**config.mk**
```make
export PLATFORM = sky130hd
export DESIGN_NAME = mul_div_sequencer
export DESIGN_NICKNAME = d
export VERILOG_FILES = /design/src/rtl/mul_div_sequencer.sv
export SDC_FILE = /design/constraint.sdc
export NUM_CORES = 1
export LEC_CHECK = 0
export CELL_PAD_IN_SITES_DETAIL_PLACEMENT = 0
export CELL_PAD_IN_SITES_GLOBAL_PLACEMENT = 1
export CORE_ASPECT_RATIO = 0.75
export CORE_MARGIN = 2
export CORE_UTILIZATION = 40
export DETAILED_ROUTE_END_ITERATION = 16
export PLACE_DENSITY_LB_ADDON = 0.1
export SYNTH_ARGS = -nofsm -noshare
export SYNTH_HDL_FRONTEND = slang
export SYNTH_SLANG_ARGS = --single-unit
export TNS_END_PERCENT = 10
```
**constraint.sdc**
```tcl
create_clock -name clk -period 3.33 [get_ports clk]
set_clock_uncertainty 0.2 [all_clocks]
set_input_delay 0.4995 -clock clk [delete_from_list [all_inputs] [get_ports clk]]
set_output_delay 0.4995 -clock clk [all_outputs]
set_load 0.01 [all_outputs]
```
**src/rtl/mul_div_sequencer.sv**
```systemverilog
// Sequential 32-bit multiply/divide unit: shift-add multiply, restoring divide, one bit per clock.
// Latency: done pulses 35 cycles after the start edge (3 cycles for divide by zero).
// Backpressure: busy is high while an operation is in flight; start is ignored unless idle.
//
// Ports: clk, rst (sync, active high); start/op/a/b request (op: 00 MULU, 01 MUL, 10 DIVU, 11 DIV);
//        busy, done (1-cycle pulse), hi/lo results (product halves or remainder/quotient), div_by_zero.
module mul_div_sequencer #(
    parameter int WIDTH = 32
) (
    input  logic             clk,
    input  logic             rst,
    input  logic             start,
    input  logic [1:0]       op,
    input  logic [WIDTH-1:0] a,
    input  logic [WIDTH-1:0] b,
    output logic             busy,
    output logic             done,
    output logic [WIDTH-1:0] hi,
    output logic [WIDTH-1:0] lo,
    output logic             div_by_zero
);
    localparam int W2 = 2 * WIDTH;
    localparam int CW = $clog2(WIDTH);

    typedef enum logic [1:0] {IDLE, PREP, RUN, FINISH} state_t;

    state_t            state, state_nxt;
    logic [1:0]        op_q;
    logic              sa, sb;          // operand signs, only ever set for signed ops
    logic [WIDTH-1:0]  a_q;             // original dividend, returned on divide by zero
    logic [WIDTH-1:0]  ma, mb;          // operand magnitudes
    logic [W2-1:0]     r, r_run;
    logic [CW-1:0]     cnt;

    logic              is_div, is_signed, d_zero;
    logic [WIDTH:0]    sum;
    logic [WIDTH:0]    rem_sh;
    logic [WIDTH-1:0]  diff;
    logic [W2-1:0]     prod;
    logic [WIDTH-1:0]  quo, rem;

    assign is_div    = op_q[1];
    assign is_signed = op_q[0];
    assign d_zero    = (mb == '0);
    assign busy      = (state != IDLE);

    // One iteration of the working register.
    always_comb begin
        r_run  = r;
        sum    = '0;
        rem_sh = '0;
        diff   = '0;
        if (!is_div) begin
            // Add-then-shift; the carry out of the add lands in bit 63.
            sum   = {1'b0, r[W2-1:WIDTH]} + (r[0] ? {1'b0, ma} : '0);
            r_run = {sum, r[WIDTH-1:1]};
        end else begin
            // Upper half after the left shift, keeping the bit shifted out of R[63]
            // so divisors with the top bit set still compare correctly.
            rem_sh = r[W2-1:WIDTH-1];
            diff   = rem_sh[WIDTH-1:0] - mb;
            if (rem_sh >= {1'b0, mb}) begin
                r_run = {diff, r[WIDTH-2:0], 1'b1};
            end else begin
                r_run = {r[W2-2:0], 1'b0};
            end
        end
    end

    // Sign fix-up of the unsigned result.
    always_comb begin
        prod = (is_signed && (sa ^ sb)) ? -r : r;
        quo  = (sa ^ sb) ? -r[WIDTH-1:0] : r[WIDTH-1:0];
        rem  = sa ? -r[W2-1:WIDTH] : r[W2-1:WIDTH];
    end

    always_ff @(posedge clk) begin
        if (rst) begin
            state <= IDLE;
        end else begin
            state <= state_nxt;
        end
    end

    always_comb begin
        state_nxt = state;
        case (state)
            IDLE:    if (start) state_nxt = PREP;
            PREP:    state_nxt = (is_div && d_zero) ? FINISH : RUN;
            RUN:     if (cnt == CW'(WIDTH - 1)) state_nxt = FINISH;
            FINISH:  state_nxt = IDLE;
            default: state_nxt = IDLE;
        endcase
    end

    always_ff @(posedge clk) begin
        if (rst) begin
            op_q        <= '0;
            sa          <= 1'b0;
            sb          <= 1'b0;
            a_q         <= '0;
            ma          <= '0;
            mb          <= '0;
            r           <= '0;
            cnt         <= '0;
            done        <= 1'b0;
            hi          <= '0;
            lo          <= '0;
            div_by_zero <= 1'b0;
        end else begin
            done <= 1'b0;
            case (state)
                IDLE: begin
                    if (start) begin
                        op_q        <= op;
                        a_q         <= a;
                        sa          <= op[0] & a[WIDTH-1];
                        sb          <= op[0] & b[WIDTH-1];
                        ma          <= (op[0] & a[WIDTH-1]) ? -a : a;
                        mb          <= (op[0] & b[WIDTH-1]) ? -b : b;
                        div_by_zero <= 1'b0;
                    end
                end
                PREP: begin
                    r   <= is_div ? {{WIDTH{1'b0}}, ma} : {{WIDTH{1'b0}}, mb};
                    cnt <= '0;
                end
                RUN: begin
                    r   <= r_run;
                    cnt <= cnt + 1'b1;
                end
                FINISH: begin
                    done <= 1'b1;
                    if (!is_div) begin
                        {hi, lo} <= prod;
                    end else if (d_zero) begin
                        lo          <= '1;
                        hi          <= a_q;
                        div_by_zero <= 1'b1;
                    end else begin
                        lo <= quo;
                        hi <= rem;
                    end
                end
                default: ;
            endcase
        end
    end
endmodule

```
# [Yosys cells after proc, flatten, opt, wreduce, memory -nomap -nowiden]
# Cells that the tools add are included.
[word_totals] inputBits=69 word_cells=67 output_inout_bits=67 regBits=237
[op_classes] n_bitwise=3 n_eq_ne=8 muxes=24 n_reduce_logical=10 add_sub_neg=8 n_lt_le_gt_ge=1
[op_table] operator="32-bit 2-to-1 mux" n=10
[op_table] operator="64-bit 2-to-1 mux" n=3
[op_table] operator="32-bit negator" n=4
[op_table] operator="64-bit case mux with 2 select lines" n=1
[op_table] operator="64-bit negator" n=1
[op_table] operator="32-bit by 32-bit adder with 33-bit output" n=1
[op_table] operator="33-bit by 32-bit greater-or-equal comparator with 1-bit output" n=1
[op_table] operator="32-bit logical NOT" n=1
[op_table] operator="32-bit subtractor" n=1
[op_table] operator="5-bit case mux with 2 select lines" n=1
[op_table] operator="2-bit != test (second input constant)" n=4
[op_table] operator="2-bit case mux with 4 select lines" n=1
[op_table] operator="2-bit nonzero test" n=3
[op_table] operator="5-bit by 1-bit adder with 5-bit output (second input constant)" n=1
[op_table] operator="5-bit == test (second input constant)" n=1
[op_table] operator="1-bit 2-to-1 mux" n=5
[op_table] operator="2-bit == test (second input constant)" n=2
[op_table] operator="2-bit 2-to-1 mux" n=2
[op_table] operator="2-bit AND reduction" n=2
[op_table] operator="4-bit AND reduction" n=1
[op_table] operator="1-bit AND" n=2
[op_table] operator="2-bit by 1-bit == test with 1-bit output (second input constant)" n=1
[op_table] operator="1-bit logical AND" n=2
[op_table] operator="2-bit logical NOT" n=1
[op_table] operator="2 further kinds" n=2

# [Depth between registers and ports, before layout]
# Gate-level depths: netlist of the first run.
[logic_depth] depth_word=4 mapped_depth=16 depth_no_buf=14

# [Worst setup path after synthesis of the first run]
# No wires, ideal clock.
[synth_timing] path_type="reg-to-reg" from="reg r[0]" to="reg r[60]" path_buffers=3 required_time_ps=3008 t_arrival_ps=3324 setup_slack_ps=-316 stages_incl_launch_ff=16 path_cell_list="dfxtp_1 -> clkbuf_1 -> clkbuf_1 -> and2_1 -> ha_1 -> clkbuf_1 -> nand2_1 -> a2bb2oi_1 -> a21oi_1 -> and3_1 -> a211oi_2 -> o31ai_1 -> a31oi_1 -> o311a_1 -> xnor2_1 -> a221o_1"
[synth_between] elab_chain_cells=4
[synth_lines] element="start, declared" line_no="32" text="logic [W2-1:0] r, r_run;"
[synth_lines] element="start signal, assigned" line_no="125" text="r <= is_div ? {{WIDTH{1'b0}}, ma} : {{WIDTH{1'b0}}, mb};"
[synth_lines] element="start signal, assigned" line_no="129" text="r <= r_run;"
[synth_lines] element="32-bit 2-to-1 mux" line_no="55" text="sum = {1'b0, r[W2-1:WIDTH]} + (r[0] ? {1'b0, ma} : '0);"
[synth_lines] element="32-bit by 32-bit adder with 33-bit output" line_no="55"
[synth_lines] element="64-bit 2-to-1 mux" line_no="53" text="if (!is_div) begin"
[synth_lines] element="64-bit case mux with 2 select lines" line_no="112" text="case (state)"
# Every way passes these cells.
# A chain may end at the register's enable or synchronous reset.

# [Worst setup path in the final report of the first run]
[layout_timing] from="reg r[0]" to="reg r[56]"
# The elaborated chain is that of the path after synthesis.

==> results of run 1 <==
logic make-up (layout without fill, tap and decap cells):
family / Yosys count / count (layout) / share of synthesized area, %
buffers and inverters: 230 / 527 / 5.239
and+or+nand+nor: 742 / 742 / 20.51
DFF: 236 / 236 / 27.55
muxes: 90 / 90 / 7.604
adders and majority gates: 76 / 76 / 5.633
xor gates and xnor gates: 187 / 187 / 9.552
AOI/OAI and AO/OA: 641 / 641 / 23.91
metal layers:
metal | track usage (%) | share of wire (%)
met1 | 46.63 | 49
met2 | 45.04 | 42
met3 | 3.936 | 6.9
met4 | 6.479 | 2.6
met5 | 0 | 0
report_power, final:
group	switching (mW)	total, mW	internal (mW)
combinational	4.36	7.44	3.09
clock	1.33	3.21	1.89
sequential	0.479	3.80	3.32
repair_timing:
item / CTS / global route
buffers inserted: 2 / 8
pin swaps: 3 / 27
endpoints found under the setup margin: 6 / 33
gates resized for setup: 8 / 60
hold buffers: 0 / 0
synth_stat cells (31+ instances only):
library cell  count  share of area (%)
nor2_1          252                5.5
dfxtp_1         236                 28
nand2_1         227                5.0
a21oi_1         206                6.0
clkbuf_1        127                2.8
o21ai_0         119                3.5
xnor2_1          95                4.9
xor2_1           92                4.7
ha_1             74                5.4
inv_1            67                1.5
a211oi_1         65                2.8
mux2i_1          56                3.3
a21o_1           39                1.7
and2_1           38                1.4
o31ai_1          35                1.5
nor3_1           33               0.96
mux4_2           32                4.2
nand3_1          31               0.90
state kept, by name (all words and copies together) (netlist names):
| name | flops |
|---|---|
| div_by_zero | 1 |
| ma | 31 |
| state | 2 |
| mb | 32 |
| lo | 32 |
| done | 1 |
| a_q | 32 |
| sa | 1 |
| hi | 32 |
| cnt | 5 |
| sb | 1 |
| r | 64 |
| op_q | 2 |
worst paths after layout:
| kind | from | endpoint | slack [ps] | depth (start not counted) |
|---|---|---|---|---|
| min | rst | hi[6] | 160 | 2 |
| min reg2reg | a_q[15] | a_q[15] | 250 | 2 |
| max | r[0] | r[56] | 80 | 14 |
| max reg2reg | r[0] | r[56] | 80 | 14 |
final cells by class:
type / count / share of cell area, %
Clock inverter: 12 / 0.7548
Multi-Input combinational cell: 1736 / 53.93
Inverter: 68 / 1.158
Clock buffer: 37 / 3.558
Sequential cell: 236 / 21.47
Timing Repair Buffer: 410 / 15.90
Tap cell: 569 / 3.229
==> flow_summary.yaml, run 1 <==
outcome:
  status: "finished, final reports clean"
sta:
  period_share_pct: 97.52
  tns_ps: 0
  finalSetupViolCount: 0
  hold_ws_ps: 155.4
  fmax_ghz: 0.3079
  worst_slack_ps: 82.62
  rsz0062_at_grt: "true"
  finalHoldViolCount: 0
  report.final.slew_viol_count: 0
  slew_headroom_pct: 54.25
  min_period_ps: 3247
  tightest_slew_ps: 686.2
synthesis:
  synth_warnings: 0
  synth_seq_cells: 236
  ys.flop_type: "dfxtp_1"
  synth_area_um2: 17150
  synth_cell_types: 79
  syn_inst: 2202
  ys_async_sr_fraction_pct: 0
  yosysSeqAreaShare_pct: 27.55
  avgSynthCellArea_um2: 7.787
  synth_nets: 2347
  synth_edf_count: 0
placed_design:
  dp_cells: 3009
  placed_area_um2: 20690
  io_buffers: 135
  preCtsSetupSlack_ps: -317.8
  dpl.hpwl_um: 54810
  gp_congestion: 0.9854
setup_path:
  path_buf_inv: 2
  crit_family: "compound AO/OA/AOI/OAI gates"
  end_kind: "flop"
  start_kind: "flop"
  arrival_ps: 3570
  worstPathRequired_ps: 3650
  critPathMaxStageDelay_ps: 400
  critical_path_class: "reg2reg"
  path_cells: "buf_4 > and2_1 > ha_1 > a21oi_1 > a2bb2oi_1 > a21oi_1 > and3_1 > a211oi_4 > o31ai_4 > a31oi_4 > buf_4 > nor3_1 > o31ai_1 > a32o_1"
  cp_max_fo: 4
  worst_path_max_delay_cell: "o31ai_1"
cells_and_area:
  layout_commonest_cell: "buf_4"
  multiInputGateArea_um2: 11890
  nNetsFinal: 2625
  drive_above_1_share_pct: 18.37
  final_cell_mix: "268 x buf_4, 250 x nor2_1, 231 x dfxtp_1"
  antenna_cells: 0
  design_area_um2: 22050
  regArea_um2: 4733
  final_cells: 3068
  area_growth_pct: 28.58
  fillCellCount: 4057
  utilization_pct: 52.23
clock_network:
  cts_made_buffers: 28
  cts_num_sinks: 236
  cts-root-buf: "clkbuf_16"
  cts_tree: "yes"
  path_clk_slew_ps: 60
  cts_buffer_depth: 3
  clk_latency_ps: 580
  htree_num_levels: 1
grt:
  grt_use_total_pct: 30.44
  antenna_found_initial: 1
  overflow: 0
  grt_max_degree: 64
  grt_first_pass_wirelength_um: 103700
  grt_pass1_vias: 16040
floorplan:
  die_w_um: 243.1
  num_rows: 65
  start_util_pct: 40.62
  num_io_pins: 136
  dieArea_um2: 44560
  coreArea_um2: 42210
  die_y_um: 183.3
routing:
  vias_per_cell: 5.747
  drtIter0Drc: 1645
  drt_wl_total_um: 69380
  antenna_left: 0
  drc: 0
  wl_per_cell_um: 22.61
  vias: 17630
  first_pass_iters: 7
hold_path:
  hold_path.class: "in2reg"
pwr:
  cellLeakagePower_nw: 8.900
  power.density_nw_per_um2: 655.8
  vdd_drop_max_mv: 0.5050
  finalPower_mw: 14.46
job:
  cap_violations: 0
Note: power is estimated with default switching activity, not from simulation.
==> inputs of run 2 (changes only) <==
--- a/config.mk
+++ b/config.mk
@@ -10,7 +10,9 @@
 export CORE_ASPECT_RATIO = 0.75
 export CORE_MARGIN = 2
 export CORE_UTILIZATION = 40
+export CTS_CLUSTER_DIAMETER = 60
 export DETAILED_ROUTE_END_ITERATION = 16
+export GPL_TIMING_DRIVEN = 1
 export PLACE_DENSITY_LB_ADDON = 0.1
 export SYNTH_ARGS = -nofsm -noshare
 export SYNTH_HDL_FRONTEND = slang
==> flow_summary.yaml, run 2 (synthesized netlist as in run 1, its figures left out) <==
hold_path:
  hold_path.class: "in2reg"
pwr:
  vdd_drop_max_mv: 0.5013
  finalPower_mw: 14.50
  power.density_nw_per_um2: 659.0
  cellLeakagePower_nw: 8.909
routing:
  wl_per_cell_um: 22.60
  drt_wl_total_um: 69360
  drtIter0Drc: 1773
  vias: 17610
  antenna_left: 0
  drc: 0
  first_pass_iters: 7
  vias_per_cell: 5.738
cells_and_area:
  largest-register: "r"
  fillCellCount: 4063
  area_growth_pct: 28.33
  antenna_cells: 0
  final_cell_mix: "265 x buf_4, 250 x nor2_1, 231 x dfxtp_1"
  regArea_um2: 4733
  layout_commonest_cell: "buf_4"
  multiInputGateArea_um2: 11830
  drive_above_1_share_pct: 18.08
  utilization_pct: 52.13
  largest_register_ffs: 64
  design_area_um2: 22000
  nNetsFinal: 2625
job:
  cap_violations: 0
clock_network:
  cts_made_buffers: 29
  cts_buffer_depth: 3
  htree_num_levels: 1
  cts_num_sinks: 236
  postCtsHoldBufs: 0
  cts_tree: "yes"
  path_clk_slew_ps: 60
  cts-root-buf: "clkbuf_16"
  clk_latency_ps: 580
floorplan:
  start_util_pct: 40.62
  die_w_um: 243.1
  num_io_pins: 136
  dieArea_um2: 44560
  num_rows: 65
  coreArea_um2: 42210
  die_y_um: 183.3
grt:
  grt_max_degree: 64
  grt_pass1_vias: 16050
  overflow: 0
  grt_use_total_pct: 30.47
  grt_first_pass_wirelength_um: 103900
  antenna_found_initial: 1
setup_path:
  start_kind: "flop"
  cp_max_fo: 6
  arrival_ps: 3540
  critical_path_class: "reg2reg"
  end_kind: "flop"
  worstPathRequired_ps: 3580
sta:
  report.final.slew_viol_count: 0
  finalHoldViolCount: 0
  tightest_slew_ps: 674.5
  hold_ws_ps: 156.5
  rsz0062_at_grt: "true"
  period_share_pct: 98.68
  slew_headroom_pct: 55.04
  finalSetupViolCount: 0
  fmax_ghz: 0.3043
  min_period_ps: 3286
outcome:
  status: "finished, final reports clean"
placed_design:
  dpl.hpwl_um: 54810
  placed_area_um2: 20690
  io_buffers: 135
  gp_congestion: 0.9854
-- run 2: cell count changes in the layout (fill, tap and decap cells not counted), sizes merged --
cell / previous run / this run
inv: 68 / 71
clkinv: 6 / 5
buf: 276 / 275
-- run 2: layout make-up --
class,instances,area share (%)
flip-flops and latches,236,21.51
well taps,569,3.236
repair buffers,409,15.93
clock buffers,37,3.617
clock inverters,14,0.7847
multi-input cells,1736,53.76
inverters,68,1.160
-- run 2: final timing paths --
check                           startpoint  endpoint  slack, ps  depth (start not counted)
worst max register to register        r[0]     r[60]         40                         14
worst min-delay path                   rst     hi[6]        160                          2
worst min register to register     a_q[15]   a_q[15]        250                          2
worst max-delay path                  r[0]     r[60]         40                         14
-- run 2: worst max-delay path: stages, from the launching register on --
cell and delay, ps:
dfxtp_2 330, buf_4 150, and2_1 190, ha_4 290, buf_4 130, nand3_1 70, nand2_1 90, a31oi_2 50
o21ai_2 230, a211oi_4 120, o31ai_4 290, a31oi_4 150, o311a_1 390, xnor2_2 160, a221o_1 320
-- run 2: repair_timing --
action / CTS / global route
endpoints found under the setup margin: 6 / 33
setup buffers: 1 / 8
resized for setup: 8 / 54
pin swaps: 3 / 20
endpoints found under the hold margin: 0 / 0
-- run 2: through the flow --
| stage | cells | setup slack [ps] | TNS (ps) |
|---|---|---|---|
| after floorplan | 2202 | 5.882 | 0 |
| after global placement | 3009 | -287.0 | -2486 |
| after detailed placement | 3009 | -317.8 | -3011 |
| after CTS | 3061 | 8.599 | 0 |
| after global routing | 3069 | -75.96 | -282.2 |
| final | 3069 | 44.05 | 0 |
-- run 2: power by group --
part	internal (mW)	switching [mW]	total, mW
logic	3.09	4.35	7.44
registers	3.32	0.475	3.79
clock network	1.92	1.34	3.26
-- run 2: routing by layer --
metal | GRT usage, % | up-vias | share of wire (%)
met5 | 0 | - | 0
met4 | 7.607 | 0 | 2.8
met3 | 4.200 | 74 | 7.9
met2 | 44.39 | 672 | 41
met1 | 46.65 | 8415 | 48
li1 | - | 8450 | -
==> inputs of run 3 (changes only) <==
--- a/config.mk
+++ b/config.mk
@@ -9,7 +9,7 @@
 export CELL_PAD_IN_SITES_GLOBAL_PLACEMENT = 1
 export CORE_ASPECT_RATIO = 0.75
 export CORE_MARGIN = 2
-export CORE_UTILIZATION = 40
+export CORE_UTILIZATION = 48
 export CTS_CLUSTER_DIAMETER = 60
 export DETAILED_ROUTE_END_ITERATION = 16
 export GPL_TIMING_DRIVEN = 1
==> constraint.sdc (replaced) <==
create_clock -name clk -period 4.05 [get_ports clk]
set_clock_uncertainty 0.2 [all_clocks]
set_input_delay 0.6075 -clock clk [delete_from_list [all_inputs] [get_ports clk]]
set_output_delay 0.6075 -clock clk [all_outputs]
set_load 0.01 [all_outputs]
==> flow_summary.yaml, run 3 (synthesized netlist as in run 1, its figures left out) <==
outcome:
  status: "finished, final reports clean"
placed_design:
  dp_cells: 2738
  preCtsSetupSlack_ps: 113.4
  gp_congestion: 0.9882
  dpl.hpwl_um: 50860
  placed_area_um2: 19280
  io_buffers: 135
job:
  cap_violations: 0
clock_network:
  cts_num_sinks: 236
  cts_buffer_depth: 3
  cts_made_buffers: 28
  cts-resized-gates: 0
  clk_latency_ps: 580
  path_clk_slew_ps: 60
  cts_tree: "yes"
  htree_num_levels: 1
  postCtsHoldBufs: 0
  post_cts_buffers: 0
  cts-root-buf: "clkbuf_16"
sta:
  rsz0062_at_grt: "false"
  finalSetupViolCount: 0
  tns_ps: 0
  hold_ws_ps: 212.3
  tightest_slew_ps: 1050
  report.final.slew_viol_count: 0
  fmax_ghz: 0.2546
  min_period_ps: 3928
  worst_slack_ps: 122.4
  slew_headroom_pct: 30.03
  finalHoldViolCount: 0
  period_share_pct: 96.98
cells_and_area:
  largest-register: "r"
  largest_register_ffs: 64
  fillCellCount: 3312
  final_cells: 2789
  utilization_pct: 58.08
  final_cell_mix: "251 x nor2_1, 234 x dfxtp_1, 227 x nand2_1"
  nNetsFinal: 2456
  drive_above_1_share_pct: 10.25
  layout_commonest_cell: "nor2_1"
  area_growth_pct: 18.28
  antenna_cells: 0
  design_area_um2: 20280
routing:
  drt-met1-wl_um: 29090
  vias: 17420
  drc: 0
  top_layer: "met4"
  first_pass_iters: 6
  wl_met3_um: 7599
  wl_per_cell_um: 23.76
  antenna_left: 0
  drtIter0Drc: 1977
  drt_wl_total_um: 66270
  met2RoutedLength_um: 27220
  vias_per_cell: 6.247
floorplan:
  dieArea_um2: 37270
  num_rows: 59
  die_y_um: 167.7
  die_w_um: 222.2
  coreArea_um2: 34920
  num_io_pins: 136
  start_util_pct: 49.11
setup_path:
  r2r_slack_ps: 120
  path_cells: "inv_1 > fa_1 > nor2b_1 > o211ai_1 > a31oi_1 > a311oi_1 > o21ai_0 > a21oi_1 > o21ai_0 > o2111ai_1 > o311ai_0 > a21oi_1"
  end_kind: "flop"
  critPathMaxStageDelay_ps: 540
  cp_max_fo: 8
  arrival_ps: 4180
  start_kind: "flop"
  worstPathRequired_ps: 4310
  critical_path_class: "reg2reg"
  worst_path_max_delay_cell: "dfxtp_1"
grt:
  grt_first_pass_wirelength_um: 99820
  grt_pass1_vias: 16170
  grt_max_degree: 92
  grt_use_total_pct: 34.96
  overflow: 0
  antenna_found_initial: 0
pwr:
  finalPower_mw: 11.43
  cellLeakagePower_nw: 8.027
  power.density_nw_per_um2: 563.7
  vdd_drop_max_mv: 0.5848
hold_path:
  hold_path.class: "in2reg"
-- run 3: worst paths after layout --
kind | start | endpoint | cells past startpoint
hold / removal | rst | state[1] | 2
hold reg to reg | a_q[18] | a_q[18] | 2
setup reg to reg | r[33] | r[59] | 12
setup / recovery | r[33] | r[59] | 12
-- run 3: critical path, delay by kind of cell (launching register included) --
family,cells,cell delay (ps)
compound gates,9,2170
flops,1,540
fa+ha+maj,1,500
buf+inv,1,230
simple gates,1,180
-- run 3: area by class of cell --
class / instances / area [um2] / share of cell area [%]
repair buffers: 241 / 2173 / 10.72
clock inverters: 16 / 211.5 / 1.043
flip-flops and latches: 236 / 4730 / 23.32
inverters: 68 / 255.2 / 1.259
well taps: 457 / 571.8 / 2.819
multi-input cells: 1736 / 11560 / 57.01
clock buffers: 35 / 778.2 / 3.837
-- run 3: routing by layer --
metal / track usage (%) / vias to the layer above
li1: - / 8120
met1: 49.36 / 8292
met2: 50.63 / 900
met3: 10.16 / 112
met4: 11.93 / 0
met5: 0 / -
-- run 3: power by group --
part | internal (mW) | total [mW] | leakage (nW) | switching [mW]
registers | 2.73 | 3.27 | 1.92 | 0.544
clock network | 1.63 | 2.77 | 0.475 | 1.14
logic | 2.08 | 5.39 | 5.63 | 3.30
